===== src/rtl/mc_sequencer.sv =====
// mc_sequencer: multi-cycle instruction sequencer for the CPU datapath.
// Walks each instruction through IDLE/FETCH/DECODE/EXEC/MEM/WB and turns the
// decode flags into per-cycle enables. It handshakes with variable-latency
// instruction and data memories. A watchdog moves to a sticky ERROR state
// when a memory never acknowledges.
// Optional feature macro: MC_SEQ_PERF_CNT_EN adds the cycle_cnt and
// instret_cnt performance counters.
module mc_sequencer #(
  parameter int unsigned ACK_TIMEOUT = 255,
  parameter int unsigned CNT_W       = 16
) (
  input  logic        clk,
  input  logic        rst,
  input  logic        run,
  input  logic        RegWr,
  input  logic        MemWr,
  input  logic        MemToReg,
  input  logic        Branch,
  input  logic        Jump,
  input  logic        Link,
  input  logic        br_taken,
  output logic        imem_req,
  input  logic        imem_ack,
  output logic        dmem_req,
  output logic        dmem_we,
  input  logic        dmem_ack,
  output logic        ir_we,
  output logic        pc_we,
  output logic [1:0]  pc_sel,
  output logic        reg_we,
  output logic        retire,
  output logic [2:0]  state,
  output logic        err
`ifdef MC_SEQ_PERF_CNT_EN
  ,
  output logic [31:0] cycle_cnt,
  output logic [31:0] instret_cnt
`endif
);

  typedef enum logic [2:0] {
    S_IDLE   = 3'd0,
    S_FETCH  = 3'd1,
    S_DECODE = 3'd2,
    S_EXEC   = 3'd3,
    S_MEM    = 3'd4,
    S_WB     = 3'd5,
    S_ERROR  = 3'd7
  } state_e;

  state_e             state_q, state_d;
  logic [CNT_W-1:0]   cnt_q, cnt_d;
  state_e             next_s;
  logic               timeout_s;
  logic               imem_req_s, dmem_req_s, dmem_we_s, ir_we_s;
  logic               pc_we_s, reg_we_s, retire_s, err_s;
  logic [1:0]         pc_sel_s;

  // State register and wait counter; reset overrides any pending ack.
  always_ff @(posedge clk) begin
    if (rst) begin
      state_q <= S_IDLE;
      cnt_q   <= '0;
    end else begin
      state_q <= state_d;
      cnt_q   <= cnt_d;
    end
  end

  // Next-state, watchdog counter and per-cycle enable decode.
  always_comb begin
    state_d    = state_q;
    cnt_d      = '0;
    imem_req_s = 1'b0;
    dmem_req_s = 1'b0;
    dmem_we_s  = 1'b0;
    ir_we_s    = 1'b0;
    pc_we_s    = 1'b0;
    pc_sel_s   = 2'd0;
    reg_we_s   = 1'b0;
    retire_s   = 1'b0;
    err_s      = 1'b0;
    next_s     = run ? S_FETCH : S_IDLE;
    timeout_s  = (cnt_q == CNT_W'(ACK_TIMEOUT));
    case (state_q)
      S_IDLE: begin
        state_d = run ? S_FETCH : S_IDLE;
      end
      S_FETCH: begin
        imem_req_s = 1'b1;
        if (imem_ack) begin
          ir_we_s = 1'b1;
          state_d = S_DECODE;
        end else if (timeout_s) begin
          state_d = S_ERROR;
        end else begin
          cnt_d = cnt_q + CNT_W'(1);
        end
      end
      S_DECODE: begin
        state_d = S_EXEC;
      end
      S_EXEC: begin
        if (Jump && Link) begin
          // PC update waits for WB so the link value still sees old PC+4.
          state_d = S_WB;
        end else if (Jump) begin
          pc_we_s  = 1'b1;
          pc_sel_s = 2'd2;
          retire_s = 1'b1;
          state_d  = next_s;
        end else if (Branch) begin
          pc_we_s  = 1'b1;
          pc_sel_s = br_taken ? 2'd1 : 2'd0;
          retire_s = 1'b1;
          state_d  = next_s;
        end else if (MemToReg || MemWr) begin
          state_d = S_MEM;
        end else if (RegWr) begin
          state_d = S_WB;
        end else begin
          pc_we_s  = 1'b1;
          retire_s = 1'b1;
          state_d  = next_s;
        end
      end
      S_MEM: begin
        dmem_req_s = 1'b1;
        dmem_we_s  = MemWr;
        if (dmem_ack) begin
          if (MemToReg) begin
            state_d = S_WB;
          end else begin
            pc_we_s  = 1'b1;
            retire_s = 1'b1;
            state_d  = next_s;
          end
        end else if (timeout_s) begin
          state_d = S_ERROR;
        end else begin
          cnt_d = cnt_q + CNT_W'(1);
        end
      end
      S_WB: begin
        reg_we_s = 1'b1;
        pc_we_s  = 1'b1;
        retire_s = 1'b1;
        pc_sel_s = (Jump && Link) ? 2'd2 : 2'd0;
        state_d  = next_s;
      end
      S_ERROR: begin
        err_s   = 1'b1;
        state_d = S_ERROR;
      end
      default: begin
        // Unused encoding: treat as a fault.
        state_d = S_ERROR;
      end
    endcase
  end

  // Outputs are forced low while reset is asserted.
  assign imem_req = imem_req_s & ~rst;
  assign dmem_req = dmem_req_s & ~rst;
  assign dmem_we  = dmem_we_s  & ~rst;
  assign ir_we    = ir_we_s    & ~rst;
  assign pc_we    = pc_we_s    & ~rst;
  assign pc_sel   = rst ? 2'd0 : pc_sel_s;
  assign reg_we   = reg_we_s   & ~rst;
  assign retire   = retire_s   & ~rst;
  assign err      = err_s      & ~rst;
  assign state    = rst ? 3'd0 : state_q;

`ifdef MC_SEQ_PERF_CNT_EN
  logic [31:0] cycle_q, instret_q;

  // Active-cycle and retired-instruction counters; both wrap naturally.
  always_ff @(posedge clk) begin
    if (rst) begin
      cycle_q   <= 32'd0;
      instret_q <= 32'd0;
    end else begin
      cycle_q   <= ((state_q != S_IDLE) && (state_q != S_ERROR)) ? cycle_q + 32'd1 : cycle_q;
      instret_q <= retire_s ? instret_q + 32'd1 : instret_q;
    end
  end

  assign cycle_cnt   = rst ? 32'd0 : cycle_q;
  assign instret_cnt = rst ? 32'd0 : instret_q;
`endif

endmodule


===== config.mk =====
export PLATFORM = sky130hd
export DESIGN_NAME = mc_sequencer
export DESIGN_NICKNAME = d
export VERILOG_FILES = /design/src/rtl/mc_sequencer.sv
export SDC_FILE = /design/constraint.sdc
export NUM_CORES = 1
export LEC_CHECK = 0
export ABC_AREA = 1
export BUFFER_PORTS_ARGS = -buffer_cell sky130_fd_sc_hd__clkbuf_2
export CAP_MARGIN = 20
export CORE_MARGIN = 3
export CORE_UTILIZATION = 41
export CTS_BUF_LIST = sky130_fd_sc_hd__clkbuf_16
export CTS_CLUSTER_DIAMETER = 30
export DETAILED_ROUTE_END_ITERATION = 8
export PLACE_DENSITY_LB_ADDON = 0.3
export SETUP_SLACK_MARGIN = 0.1
export SLEW_MARGIN = 10
export SYNTH_ARGS = -nofsm -noshare
export SYNTH_HDL_FRONTEND = slang
export SYNTH_SLANG_ARGS = --single-unit

===== constraint.sdc =====
create_clock -name clk -period 1.6 [get_ports clk]
set_clock_uncertainty 0.15 [all_clocks]
set_input_delay 0.16 -clock clk [delete_from_list [all_inputs] [get_ports clk]]
set_output_delay 0.16 -clock clk [all_outputs]
set_load 0.01 [all_outputs]

# Word-level counts from Yosys, hierarchy flattened
# Cells that the tools add are included.
# word_totals
ff_bits,19
inputBits,12
word_cells,60
# classes
n_reduce_logical,4
n_bitwise,8
n_addsub,1
n_eq_ne,7
mux,38
# ops
operator,count
2-to-1 mux 16 bit,3
case mux 16 bit (2 select lines),1
2-to-1 mux 3 bit,10
2-to-1 mux 1 bit,17
adder 16 x 1 -> 16 bit (second input constant),1
== test 16 x 8 -> 1 bit (second input constant),1
case mux 3 bit (5 select lines),1
== test 3 bit (second input constant),3
2-to-1 mux 2 bit,4
bitwise AND 1 bit,7
== test 3 x 2 -> 1 bit (second input constant),2
case mux 2 bit (2 select lines),1
== test 3 x 1 -> 1 bit (second input constant),1
logical NOT 3 bit,1
case mux 1 bit (3 select lines),1
OR reduction 2 bit,1
logical AND 1 bit,1
logical OR 1 bit,1
NOT 1 bit,1

# Depth between registers and ports, before layout
# depth
ltp_word,7
mapped_depth,10
ltp_nobuf,10

# Least setup slack after synthesis
# No wires, ideal clock.
# synth_path
path_type,register -> register
startpoint,register cnt_q[0]
endpoint,register cnt_q[14]
arrival_ns,1.172
stages_incl_launch_ff,11
t_required_ns,1.336
synth_period_minus_slack_ns,1.436
setup_time_ns,0.114
path_slack_ns,0.164
path_cell_list,dfxtp_1 > ha_1 > nand2_1 > inv_1 > nand2_1 > nor2_4 > nand2_1 > nor2_1 > nand2_1 > nand2_1 > nor2_2
# synth_between
elab_chain_cells,4
elab_cells_between_ends,6
# synth_lines
item,line,text
from (decl),52,"logic [CNT_W-1:0] cnt_q, cnt_d;"
from (signal assigned),66,cnt_q <= cnt_d;
adder 16 x 1 -> 16 bit or == test 16 x 8 -> 1 bit (tied branches),"97, 141, 84",
2-to-1 mux 16 bit *,"94, 138",
2-to-1 mux 16 bit (on tied branches),"130, 91",
case mux 16 bit (2 select lines) *,85,case (state_q)
# Every way passes the cells marked *; elsewhere a longest branch is shown, timed or not.
# A chain may end at the register's enable or synchronous reset.

# Final worst setup path
# layout_path
startpoint,register cnt_q[1]
endpoint,register cnt_q[14]
# Same word-level chain as after synthesis.

==> flow_summary.yaml <==
status:
  status: "completed"
worst_setup_path:
  cp_slowest_stage_delay_ns: 0.36
  arrival_ns: 1.60
  cp_max_fo: 5
  worstSetupPathType: "flip-flop to flip-flop"
  worst-path-buf-inv: 1
  cp_top_family: "simple AND/OR/NAND/NOR gates"
  cp-end-kind: "flip-flop"
  crit_chain: "ha_4 -> nand2_2 -> inv_2 -> nand2_4 -> nor2_4 -> nand2_2 -> o21ai_1 -> nand2_1 -> nor2_2"
  crit_top_cell: "nand2_2"
  slowest_stage: "dfxtp_2"
  crit_required_ns: 1.64
  start_kind: "flip-flop"
finish:
  final-seq-area_um2: 397
  multiInputGateArea_um2: 863
  syn_to_final_growth_pct: 45.3
  nNetsFinal: 261
  fillers: 253
  n_antenna_cell: 0
  instances_no_fill: 278
  drive_gt1_share_pct: 40.1
placed_design:
  dpl.cell_count: 258
  post-dp-hpwl_um: 1960
  routabilityCongestion: 0.933
  io_buffers: 24
floorplanning:
  core.rowCount: 19
  core_um2: 2810
  io_pins: 25
  die_h_um: 60.5
  start_util_pct: 43.5
  die_w_um: 60.5
  fp.dieArea_um2: 3670
clock_network:
  cts.path.max_buffers: 2
  clkLatencyLatePin_ns: 0.25
  cts_hold_buf: 0
  cts-htree-levels: 1
  cts_tree: "yes"
  cts_made_buffers: 3
  clk_pin_slew_ns: 0.05
  cts-root-buf: "clkbuf_16"
  numClockSinks: 19
grt:
  grt_max_degree: 16
  antenna_found_initial: 0
  grtUsageMet3_pct: 4.68
  met1_usage_pct: 23.3
  grt_use_met2_pct: 25.3
  grt_pass1_vias: 1081
  track_usage_pct: 16.6
  busiest_layer: "met2"
  grt-ovfl-total: 0
  grt_pass1_wl_um: 4600
drt:
  wl_um: 2960
  drt_pass1_iterations: 4
  vias: 1353
  route.detailed.drc: 0
  wl_per_cell_um: 10.7
  drt.antenna.violating_nets: 0
  drt-vias-per-instance: 4.87
  drt_iter0_drc: 66
yosys:
  syn_avg_cell_area_um2: 6.04
  synthTopCellsByArea: "dfxtp_1 31%, nand2_1 15%, nor2_1 15%, inv_1 8.9%, nand3_1 6.2%"
  syn_nets: 215
  synthCells: 202
  synth_top_area_cell: "dfxtp_1"
  async_flop_share_pct: 0
  synthFlopType: "dfxtp_1"
  ys_types: 27
  synth_top_area_share_pct: 31.2
  syn_area_um2: 1220
  ys_ff_latch: 19
  ys_warn_count: 0
  synth_edf_count: 0
  seq_area_frac_synth_pct: 31.2
hold_path:
  min_path_type: "primary input to flip-flop"
sta:
  rsz0062_at_grt: "yes"
  slew_headroom_pct: 76.6
  hold_violations: 0
  hold_ws_ns: 0.130
  finalSetupViolCount: 0
  fmax_mhz: 642
  final_max_slew_viol_count: 0
  post-route-period-util_pct: 97.3
  tightest_slew_ns: 0.348
  fin_crit_ns: 1.56
power:
  leakagePower_nw: 0.790
  ir_drop_uv: 735
  powerDensity_nw_per_um2: 610
job:
  cap_violations: 0
power breakdown:
part | switching, mW | internal [mW]
clock network | 0.165 | 0.332
registers | 0.00495 | 0.472
logic | 0.0613 | 0.0467
cells by family (layout without fill, tap and decap cells):
| family | after synthesis | after routing | share of synthesized area, % |
|---|---|---|---|
| AOI/OAI and AO/OA | 11 | 11 | 6.05 |
| buffers and inverters | 35 | 79 | 11.1 |
| DFF | 19 | 19 | 31.2 |
| xor gates and xnor gates | 5 | 5 | 3.59 |
| adders and majority gates | 1 | 1 | 1.03 |
| and+or+nand+nor | 131 | 132 | 47.1 |
cells in the mapped netlist, types with 3 or more instances:
cell and instances:
inv_2 3, nand4_1 3, inv_1 29, nand2_1 49
nand2_2 3, o21ai_0 4, nand3_1 15, nor2_1 48
nor2_2 5, dfxtp_1 19, nor3_1 3, xnor2_1 3
what timing repair did:
item | CTS | global route
buffers inserted | 10 | 5
setup endpoints to repair | 23 | 27
cloned | 1 | 0
gates resized for setup | 24 | 42
pin swaps | 6 | 18
placed cells by master, fill, tap and decap left out, drive strengths merged:
cell	instances
nand2	54
nand4	3
nand3	16
clkbuf	20
dfxtp	19
o2bb2ai	1
xor2	2
o21ai	5
xnor2	3
buf	25
ha	1
nor2	55
o21bai	1
clkinv	1
a21oi	3
a31oi	1
and3	1
inv	33
nor3	3
layout make-up:
| type | instances | share of cell area [%] |
|---|---|---|
| clock buffers | 3 | 4.23 |
| multi-input cells | 149 | 48.7 |
| clock inverters | 1 | 0.212 |
| well taps | 31 | 2.19 |
| flip-flops and latches | 19 | 22.4 |
| repair buffers | 42 | 15.0 |
| inverters | 33 | 7.27 |
flip-flops by register name, indices dropped and copies added (netlist names):
register and flops:
cnt_q 16, state_q 3
path summary, 6_finish.rpt:
path | slack (ns) | endpoint | depth (start not counted) | startpoint
setup / recovery | 0.04 | cnt_q[14] | 9 | cnt_q[1]
hold / removal | 0.13 | state_q[0] | 2 | rst
setup reg to reg | 0.04 | cnt_q[14] | 9 | cnt_q[1]
hold reg to reg | 0.29 | cnt_q[0] | 1 | cnt_q[0]
metrics by stage:
stage	instance area (um2)	total power [mW]	util [%]	TNS (ns)	setup slack, ns
floorplan	1220	0.534	-	0	0.164
global placement	1390	0.571	49.6	0	0.0552
CTS	1610	1.08	57.4	0	0.0544
finish	1770	1.08	63.2	0	0.0427
detailed placement	1390	0.570	49.6	0	0.0187
global route	1770	1.13	63.2	-0.121	-0.0927
metal layers:
| layer | wire [um] | up-vias | part of all wire [%] |
|---|---|---|---|
| li1 | - | 707 | - |
| met1 | 1410 | 619 | 48 |
| met2 | 1450 | 19 | 49 |
| met3 | 71 | 8 | 2.4 |
| met4 | 34 | 0 | 1.1 |
| met5 | 0 | - | 0 |
No activity file was read; power rests on OpenSTA's default activity.
